===== src/rtl/cache_pkg.sv =====
// Shared defaults and FSM state type for the cache refill controller.
// Imported by the refill controller and anything that needs its widths.
package cache_pkg;

  localparam int ADDR_W_DEF    = 15;
  localparam int DATA_W_DEF    = 32;
  localparam int BURST_LEN_DEF = 4;

  typedef enum logic [1:0] {
    IDLE,
    ISSUE,
    DRAIN
  } state_e;

endpackage


===== src/rtl/cache_refill_ctrl.sv =====
// Cache line refill sequencer: issues a burst of word reads to a
// 1-cycle-latency memory and streams the returned words into the cache.
module cache_refill_ctrl
  import cache_pkg::*;
#(
  parameter int ADDR_W    = ADDR_W_DEF,
  parameter int DATA_W    = DATA_W_DEF,
  parameter int BURST_LEN = BURST_LEN_DEF
) (
  input  logic              clk,
  input  logic              rst_n,
  input  logic              req_valid,
  input  logic [ADDR_W-1:0] req_addr,
  output logic              req_ready,
  output logic [ADDR_W-1:0] mem_addr,
  input  logic [DATA_W-1:0] mem_rdata,
  output logic              fill_valid,
  output logic [ADDR_W-1:0] fill_addr,
  output logic [DATA_W-1:0] fill_data,
  output logic              busy,
  output logic              done
);

  localparam int BEAT_W = $clog2(BURST_LEN);
  localparam logic [BEAT_W-1:0] LAST = BEAT_W'(BURST_LEN - 1);

  state_e            state;
  logic [BEAT_W-1:0] beat;

  // Memory returns data for the address issued one cycle earlier,
  // so the registered fill_addr lines up with the raw read data.
  assign fill_data = mem_rdata;

  always_ff @(posedge clk or negedge rst_n) begin
    if (!rst_n) begin
      state      <= IDLE;
      beat       <= '0;
      mem_addr   <= '0;
      fill_valid <= 1'b0;
      fill_addr  <= '0;
      done       <= 1'b0;
      busy       <= 1'b0;
      req_ready  <= 1'b1;
    end else begin
      fill_valid <= 1'b0;
      done       <= 1'b0;
      unique case (state)
        IDLE: begin
          if (req_valid) begin
            state     <= ISSUE;
            mem_addr  <= req_addr;
            beat      <= '0;
            busy      <= 1'b1;
            req_ready <= 1'b0;
          end
        end
        ISSUE: begin
          fill_valid <= 1'b1;
          fill_addr  <= mem_addr;
          if (beat == LAST) begin
            state <= DRAIN;
            done  <= 1'b1;
          end else begin
            mem_addr <= mem_addr + ADDR_W'(1);
            beat     <= beat + BEAT_W'(1);
          end
        end
        DRAIN: begin
          state     <= IDLE;
          beat      <= '0;
          busy      <= 1'b0;
          req_ready <= 1'b1;
        end
        default: begin
          state     <= IDLE;
          busy      <= 1'b0;
          req_ready <= 1'b1;
        end
      endcase
    end
  end

endmodule


===== config.mk =====
export PLATFORM = sky130hd
export DESIGN_NAME = cache_refill_ctrl
export DESIGN_NICKNAME = d
export VERILOG_FILES = /design/src/rtl/cache_pkg.sv /design/src/rtl/cache_refill_ctrl.sv
export SDC_FILE = /design/constraint.sdc
export NUM_CORES = 1
export LEC_CHECK = 0
export BUFFER_PORTS_ARGS = -buffer_cell sky130_fd_sc_hd__buf_2
export CORE_UTILIZATION = 50
export CTS_BUF_LIST = sky130_fd_sc_hd__clkbuf_4 sky130_fd_sc_hd__clkbuf_8
export DETAILED_ROUTE_END_ITERATION = 8
export PLACE_DENSITY = 0.91
export RECOVER_POWER = 50
export SETUP_SLACK_MARGIN = 0.2
export SYNTH_ARGS = -nofsm -noshare
export SYNTH_HDL_FRONTEND = slang
export SYNTH_SLANG_ARGS = --single-unit

===== constraint.sdc =====
create_clock -name clk -period 2.25 [get_ports clk]
set_input_delay 0.45 -clock clk [delete_from_list [all_inputs] [get_ports clk]]
set_output_delay 0.45 -clock clk [all_outputs]
set_load 0.01 [all_outputs]

==> flow_summary.json, run 1 <==
{
  "path_max_fanout": 19,
  "cts_hold_buf": 0,
  "start_kind": "flop",
  "io_pins": 116,
  "drtIter0Drc": 112,
  "multiInputGateArea_um2": 796,
  "synth_flop_cell": "dfrtp_1",
  "syn_nets": 285,
  "drv_cap": 0,
  "io_buffers": 51,
  "hold_viol": 0,
  "drt_first_pass_iters": 4,
  "avgSynthCellArea_um2": 9.08,
  "h-tree-depth": 2,
  "grt.overflow.total": 0,
  "ant_nets": 0,
  "grt_max_degree": 46,
  "finalPower_uw": 3660,
  "vdd_drop_max_v": 0.000615,
  "die-area_um2": 4490,
  "max_freq_mhz": 562,
  "rsz0062_at_grt": "no",
  "cts_made_buffers": 5,
  "cts_resized": 0,
  "postCtsSetupRepairBufs": 0,
  "nFillCells": 394,
  "seq_area_um2": 952,
  "hold_path_class": "in -> async",
  "grt_use_total": 0.215,
  "critPathCaptureType": "flop",
  "crit_arrival_ns": 1.97,
  "finalCritPeriodShare": 0.790,
  "die_x_um": 67.0,
  "max_slew_margin": 0.443,
  "grt_pass1_vias": 1506,
  "fin_util": 0.544,
  "layout_common_cells": "nand2_1, buf_2, dfrtp_1, a21oi_1",
  "final_common_cell": "nand2_1",
  "ys_seq_area_frac": 0.450,
  "postSynthCellCount": 233,
  "num_vias": 1689,
  "ys_seq_elements": 38,
  "fin_setup_tns_ns": 0,
  "setup_viol": 0,
  "diodes": 0,
  "drive_above_1_share": 0.281,
  "crit_type": "reg -> reg",
  "fin_crit_ns": 1.78,
  "die_h_um": 67.0,
  "routabilityCongestion": 0.899,
  "outcome": "finished, final reports clean",
  "synth_edf_count": 0,
  "drc": 0,
  "yosysWarningCount": 0,
  "nets": 300,
  "worst_skew_pair.late_latency_ns": 0.30,
  "grt_pass1_wl_um": 7120,
  "numClockSinks": 38,
  "clockBufferDepth": 2,
  "cp.required_ns": 2.44,
  "rows": 23,
  "synthToLayoutAreaGrowth_pct": 3.73,
  "yosys.cell_types.count": 40,
  "avgRoutedWirePerCell_um": 15.0,
  "cts-root-buf": "clkbuf_8",
  "finalWirelength_um": 4490,
  "synth-async-reset-ratio": 1.00,
  "cts_tree": "built",
  "slew_violations": 0,
  "dp_hpwl_um": 3010,
  "power.density_nw_per_um2": 1670,
  "tightest_slew_ns": 0.836,
  "clock_skew_ns": 0.00715,
  "core_area_um2": 4030,
  "viasPerCell": 5.65,
  "antenna_found_initial": 0,
  "syn_area_um2": 2110,
  "clk_pin_slew_ns": 0.08,
  "p_leak_uw": 0.00107,
  "start_util": 0.525
}
state kept, by name, summed over array words and instances (netlist names):
register    cells
beat            2
state           2
busy            1
done            1
fill_valid      1
fill_addr      15
mem_addr       15
req_ready       1
metal layers:
| layer | wire [um] | GRT usage | share of wire |
|---|---|---|---|
| met1 | 1900 | 0.277 | 0.42 |
| met2 | 2180 | 0.341 | 0.49 |
| met3 | 325 | 0.0616 | 0.072 |
| met4 | 82 | 0.0745 | 0.018 |
| met5 | 0 | 0 | 0 |
synth_stat cells (3+ instances only):
cell type	count	area (um^2)
a21oi_1	14	70.1
buf_4	37	278
nand2_1	57	214
buf_2	3	15.0
o21ai_1	7	35.0
and2_1	3	18.8
buf_6	5	56.3
nand3_1	5	25.0
o21a_1	3	22.5
nand2b_1	3	18.8
a2bb2oi_1	6	52.6
o22ai_1	4	25.0
dfrtp_1	37	926
a31oi_1	4	25.0
nand4_1	4	25.0
o21ai_0	5	25.0
nor2_1	7	26.3
worst max-delay path, stage by stage (launching register included):
cell and delay, ns:
dfrtp_1 0.41, ha_1 0.25, nand2b_1 0.19, a21o_1 0.22, inv_2 0.25, o21ai_0 0.18, o2bb2ai_1 0.16
worst paths after layout:
check	startpoint	end	slack [ns]	cells past startpoint
min in group clk	req_addr[1]	mem_addr[1]$_DFFE_PN0P_	0.40	3
worst min register to register	fill_addr[11]$_DFFE_PN0P_	fill_addr[11]$_DFFE_PN0P_	0.47	2
worst min-delay path	rst_n	mem_addr[2]$_DFFE_PN0P_	0.25	1
worst max register to register	beat[0]$_DFFE_PN0P_	mem_addr[2]$_DFFE_PN0P_	0.47	6
max in group asynchronous	rst_n	mem_addr[4]$_DFFE_PN0P_	1.48	1
worst max-delay path	beat[0]$_DFFE_PN0P_	mem_addr[2]$_DFFE_PN0P_	0.47	6
layout make-up:
type	count	share of cell area
Multi-Input combinational cell	146	0.363
Clock buffer	7	0.0411
Inverter	4	0.00799
Clock inverter	1	0.00228
Tap cell	50	0.0285
Timing Repair Buffer	53	0.123
Sequential cell	38	0.434
where the power goes:
| group | leakage, uW | internal, uW | switching [uW] |
|---|---|---|---|
| Sequential | 0.000444 | 1030 | 342 |
| Clock | 0.0000517 | 259 | 245 |
| Combinational | 0.000579 | 717 | 1060 |
kinds of logic (layout without fill, tap and decap cells):
kind of cell / Yosys count / after routing / share of synthesized area
DFF: 38 / 38 / 0.450
adders and majority gates: 2 / 2 / 0.0118
and+or+nand+nor: 93 / 93 / 0.212
AOI/OAI and AO/OA: 51 / 51 / 0.152
buffers and inverters: 49 / 65 / 0.173
metrics by stage:
step / hold WS (ns) / setup slack [ns] / cells / area [um^2]
finish: 0.251 / 0.472 / 299 / 2190
global route: 0.312 / 0.361 / 299 / 2190
CTS: 0.282 / 0.508 / 299 / 2190
detailed placement: 0.461 / 0.573 / 291 / 2100
global placement: 0.456 / 0.629 / 291 / 2100
floorplan: 0.154 / 0.709 / 233 / 2110
(Power assumes the default switching activity.)
==> run 2, diff against run 1 <==
Settings changed: ABC_AREA set to 1, CORE_UTILIZATION 50 to 42, PLACE_DENSITY 0.91 to 0.81.
Clock period 2.25 ns to 1.6 ns, I/O delays scaled along.
==> run 2 against run 1 <==
  * Total power rose by 63%
  * Fmax rose by 29%
  * Sequential power rose by 40%
  * Utilization fell by 3.4 points
  * Largest cell class unchanged
  * Highest routed layer unchanged
==> flow_summary.json, run 2 <==
{
  "avgRoutedWirePerCell_um": 12.2,
  "netlist_top_cells_area": "dfrtp_1, nand2_1, buf_4, nor2_1, inv_1",
  "grt_pass1_wl_um": 7670,
  "seq_area_um2": 955,
  "critPathCaptureType": "flop",
  "h-tree-depth": 2,
  "final_common_cell": "nand2_1",
  "postSynthCellCount": 301,
  "finalCritPeriodShare": 0.863,
  "netlist.area_leader.share": 0.412,
  "syn_nets": 353,
  "worst_skew_pair.late_latency_ns": 0.29,
  "die_x_um": 75.1,
  "rsz0062_at_grt": "yes",
  "io_pins": 116,
  "multiInputGateArea_um2": 918,
  "p_leak_uw": 0.00140,
  "drc": 0,
  "reg_top3": "fill_addr (15), mem_addr (15)",
  "grt_pass1_vias": 1788,
  "ys_seq_area_frac": 0.424,
  "grt_max_degree": 39,
  "die-area_um2": 5640,
  "syn_area_um2": 2250,
  "diodes": 0,
  "antenna_found_initial": 0,
  "hold_viol": 0,
  "ys_seq_elements": 38,
  "p_comb_frac": 0.563,
  "power.density_nw_per_um2": 2270,
  "seqPwrFrac": 0.322,
  "power_frac_clock": 0.115,
  "start_util": 0.437,
  "viasPerCell": 4.78,
  "final_cells": 408,
  "start_kind": "flop",
  "nets": 389,
  "drive_above_1_share": 0.299,
  "clk_pin_slew_ns": 0.07,
  "vdd_drop_max_v": 0.000715,
  "io_buffers": 51,
  "clockBufferDepth": 2,
  "ant_nets": 0,
  "fin_crit_ns": 1.38,
  "drt_first_pass_iters": 4,
  "path_max_fanout": 12,
  "grt_use_total": 0.180,
  "layout_common_cells": "nand2_1, buf_2, nor2_1, inv_1, dfrtp_1",
  "nFillCells": 504,
  "r2r_setup_slack_ns": 0.22,
  "routabilityCongestion": 0.803,
  "fin_util": 0.511,
  "finalWirelength_um": 4970,
  "rows": 26,
  "crit_arrival_ns": 1.56,
  "numClockSinks": 38,
  "cts-root-buf": "clkbuf_8",
  "cts_tree": "built",
  "synth_largest_area_cell": "dfrtp_1",
  "drtIter0Drc": 91,
  "drv_cap": 0,
  "p_int_uw": 3190,
  "slew_violations": 0,
  "fin_setup_tns_ns": 0,
  "dp_cells": 386,
  "switchingPower_uw": 2770,
  "dp_hpwl_um": 3340,
  "cp.required_ns": 1.78,
  "yosysMostFrequentCell": "nand2_1",
  "synthToLayoutAreaGrowth_pct": 16.9,
  "avgSynthCellArea_um2": 7.46,
  "setup_viol": 0,
  "max_slew_margin": 0.830,
  "max_freq_mhz": 724,
  "synth_edf_count": 0,
  "tightest_slew_ns": 0.253,
  "die_h_um": 75.1,
  "hold_path_class": "in -> reg",
  "cts_made_buffers": 5,
  "clock_skew_ns": 0.00147,
  "synth_flop_cell": "dfrtp_1",
  "yosysWarningCount": 0,
  "yosys.cell_types.count": 22,
  "outcome": "finished, final reports clean",
  "num_vias": 1950,
  "crit_type": "reg -> reg",
  "grt.overflow.total": 0,
  "synth-async-reset-ratio": 1.00,
  "sw_frac_of_total": 0.465,
  "synth_common_cells": "nand2_1, nor2_1, inv_1",
  "core_area_um2": 5140
}
[run 2: changes by cell type after synthesis, moves of 4 or more]
cell	delta
a21oi_1	-14
o22ai_1	-4
nand2_1	+16
o21ai_0	+5
inv_1	+37
nor2_1	+43
o21ai_1	+5
a2bb2oi_1	-6
nand3_1	+15
[run 2: worst max-delay path: stages (launching register included)]
cell and delay, ns:
dfrtp_1 0.42, inv_4 0.12, nand2_8 0.08, nor2_4 0.22
inv_4 0.08, nand2_8 0.12, o21ai_1 0.10, nand2_1 0.07
o21ai_1 0.06
[run 2: metal layers]
metal  GRT usage  up-vias  routed length [um]
met3      0.0549        8                 308
met5           0        -                   0
met4      0.0650        0                  52
li1            -      961                   -
met1       0.219      913                2200
met2       0.302       68                2410
[run 2: kinds of logic (layout without fill, tap and decap cells)]
logic type,after synthesis,after routing,share of synthesized area
AND/OR/NAND/NOR,151,153,0.279
buffers and inverters,82,117,0.216
flip-flops,38,38,0.424
AO/OA/AOI/OAI,27,27,0.0669
adder cells (fa/ha/maj),2,2,0.0111
XOR/XNOR,1,1,0.00390
[run 2: what timing repair did]
item / 4_1_cts / 5_1_grt
pin swaps: 0 / 4
gates resized for setup: 4 / 26
setup buffers: 0 / 11
endpoints found under the setup margin: 13 / 13
endpoints found under the hold margin: 37 / 0
gates cloned: 0 / 2
hold buffers: 1 / 0
[run 2: metrics by stage]
stage          hold WS (ns)  setup WS [ns]  cell area [um^2]  total power, uW
2_1_floorplan        0.0244          0.292              2250             4060
5_1_grt               0.299          0.147              2630             6520
3_5_place_dp          0.301          0.117              2310             4680
3_3_place_gp          0.300          0.190              2310             4580
6_report              0.284          0.219              2630             5960
4_1_cts               0.281          0.183              2430             5440
[run 2: area by class of cell]
class / instances / area share
flip-flops and latches: 38 / 0.364
well taps: 70 / 0.0334
clock inverters: 1 / 0.00191
repair buffers: 68 / 0.155
inverters: 41 / 0.0615
multi-input cells: 183 / 0.350
clock buffers: 7 / 0.0343
[run 2: power groups by stage]
stage | Combinational, uW | Sequential, uW | Clock (uW)
2_1_floorplan | 2050 | 2010 | 0
3_3_place_gp | 2710 | 1870 | 0
3_5_place_dp | 2800 | 1890 | 0
4_1_cts | 2860 | 1870 | 705
5_1_grt | 3800 | 1980 | 734
6_report | 3360 | 1920 | 685
[run 2: final timing paths]
path,end,depth (start not counted),from
worst max-delay path,mem_addr[5]$_DFFE_PN0P_,8,state[1]$_DFFE_PN0P_
worst min-delay path,mem_addr[1]$_DFFE_PN0P_,3,req_addr[1]
worst max register to register,mem_addr[5]$_DFFE_PN0P_,8,state[1]$_DFFE_PN0P_
worst min register to register,fill_addr[1]$_DFFE_PN0P_,2,fill_addr[1]$_DFFE_PN0P_
max in group asynchronous,req_ready$_DFFE_PN1P_,3,rst_n
min in group asynchronous,fill_addr[3]$_DFFE_PN0P_,3,rst_n
==> run 3, diff against run 2 <==
Settings changed: CORE_ASPECT_RATIO set to 0.7.
==> run 3 against run 2 <==
  * Largest power group unchanged
  * Highest routed layer unchanged
  * Via count fell by 2.1%
  * Worst setup slack lost 0.070 ns
  * Fmax decreased by 4.8%
==> flow_summary.json, run 3 (synthesis results as in run 2) <==
{
  "outcome": "finished, final reports clean",
  "die_x_um": 89.4,
  "clk_pin_slew_ns": 0.08,
  "grt_use_total": 0.184,
  "finalWirelength_um": 4990,
  "fin_crit_ns": 1.45,
  "r2r_end": "mem_addr[9]$_DFFE_PN0P_",
  "min_to": "mem_addr[0]$_DFFE_PN0P_",
  "diodes": 0,
  "clockBufferDepth": 2,
  "cts_made_buffers": 5,
  "dp_hpwl_um": 3610,
  "grt_max_degree": 38,
  "routabilityCongestion": 0.879,
  "start_util": 0.452,
  "crit_type": "reg -> reg",
  "cts_tree": "built",
  "layout_common_cells": "nand2_1, buf_2, nor2_1, inv_1, dfrtp_1",
  "tightest_slew_ns": 0.555,
  "cts-root-buf": "clkbuf_8",
  "worst_skew_pair.late_latency_ns": 0.30,
  "max_freq_mhz": 690,
  "p_leak_uw": 0.00141,
  "r2r_cells": 9,
  "grt_pass1_vias": 1639,
  "clock_skew_ns": 0.00840,
  "die_h_um": 63.2,
  "path_max_fanout": 7,
  "drtIter0Drc": 112,
  "critPathCaptureType": "flop",
  "viasPerCell": 4.72,
  "finalCritPeriodShare": 0.906,
  "hold_path_class": "in -> reg",
  "reg2reg_from": "state[1]$_DFFE_PN0P_",
  "r2r_setup_slack_ns": 0.15,
  "grt.overflow.total": 0,
  "io_pins": 116,
  "num_vias": 1910,
  "worst_hold_path.num_cells": 3,
  "rsz0062_at_grt": "yes",
  "post_dp_cell_area_um2": 2310,
  "drt_first_pass_iters": 4,
  "finalPower_uw": 6060,
  "max_slew_margin": 0.630,
  "die-area_um2": 5650,
  "setup_viol": 0,
  "fin_area_um2": 2640,
  "drc": 0,
  "rows": 21,
  "grt_pass1_wl_um": 7810,
  "ant_nets": 0,
  "nets": 387,
  "power.density_nw_per_um2": 2300,
  "final_common_cell": "nand2_1",
  "numClockSinks": 38,
  "drv_cap": 0,
  "start_kind": "flop",
  "avgRoutedWirePerCell_um": 12.3,
  "h-tree-depth": 2,
  "hold_viol": 0,
  "vdd_drop_max_v": 0.000955,
  "fin_setup_tns_ns": 0,
  "synthToLayoutAreaGrowth_pct": 17.5,
  "reg_top3": "fill_addr (15), mem_addr (15)",
  "slew_violations": 0,
  "worstHoldStart": "req_addr[0]",
  "io_buffers": 51,
  "fin_util": 0.531,
  "cp.required_ns": 1.80,
  "crit_arrival_ns": 1.65,
  "drive_above_1_share": 0.307,
  "antenna_found_initial": 0,
  "core_area_um2": 4970
}
==> run 3: metal layers <==
| metal | global-route usage | vias up | wire [um] |
|---|---|---|---|
| met5 | 0 | - | 0 |
| met4 | 0.0734 | 0 | 95 |
| met3 | 0.0590 | 11 | 310 |
| met2 | 0.249 | 59 | 2170 |
| met1 | 0.268 | 878 | 2410 |
| li1 | - | 962 | - |
==> run 3: repair_timing <==
action | CTS | global route
endpoints found under the hold margin | 18 | 0
gates resized for setup | 4 | 32
buffers inserted | 0 | 12
pin swaps | 0 | 4
setup endpoints to repair | 11 | 12
hold buffers | 1 | 0
==> run 3: critical path, stage by stage, from the launching register on <==
cell and delay (ns):
dfrtp_1 0.40, inv_1 0.19, nand2_8 0.11, nor2_4 0.20
nor2_4 0.06, buf_4 0.14, nor2_2 0.08, nand3_1 0.08
nand2_1 0.06, inv_1 0.03
==> run 3: how the worst max path moves through the flow <==
stage                                       start  slack, ns  cells past startpoint                       end
after floorplan           mem_addr[1]$_DFFE_PN0P_       0.29                      8  mem_addr[14]$_DFFE_PN0P_
after detailed placement  mem_addr[0]$_DFFE_PN0P_       0.11                      8  mem_addr[14]$_DFFE_PN0P_
after CTS                 mem_addr[0]$_DFFE_PN0P_       0.17                      8  mem_addr[14]$_DFFE_PN0P_
final                        state[1]$_DFFE_PN0P_       0.15                      9   mem_addr[9]$_DFFE_PN0P_
after global placement    mem_addr[0]$_DFFE_PN0P_       0.17                      8  mem_addr[14]$_DFFE_PN0P_
after global routing         state[1]$_DFFE_PN0P_        0.1                      8  mem_addr[14]$_DFFE_PN0P_
==> run 3: stage by stage <==
step	hold WS, ns	instances	setup WS (ns)
4_1_cts	0.278	393	0.165
3_3_place_gp	0.298	384	0.165
6_report	0.282	405	0.150
2_1_floorplan	0.0244	301	0.292
5_1_grt	0.294	405	0.0987
3_5_place_dp	0.313	384	0.109
==> run 3: power by group <==
part / total (uW) / switching (uW) / internal [uW]
clock network: 701 / 355 / 346
registers: 1920 / 458 / 1460
logic: 3440 / 2000 / 1440
==> run 3: area by class of cell <==
type	instances	area (um^2)
clock buffers	6	82.6
clock inverters	2	12.5
fillers	466	2330
inverters	41	161
multi-input cells	181	902
flip-flops and latches	38	956
well taps	69	86.3
repair buffers	68	438
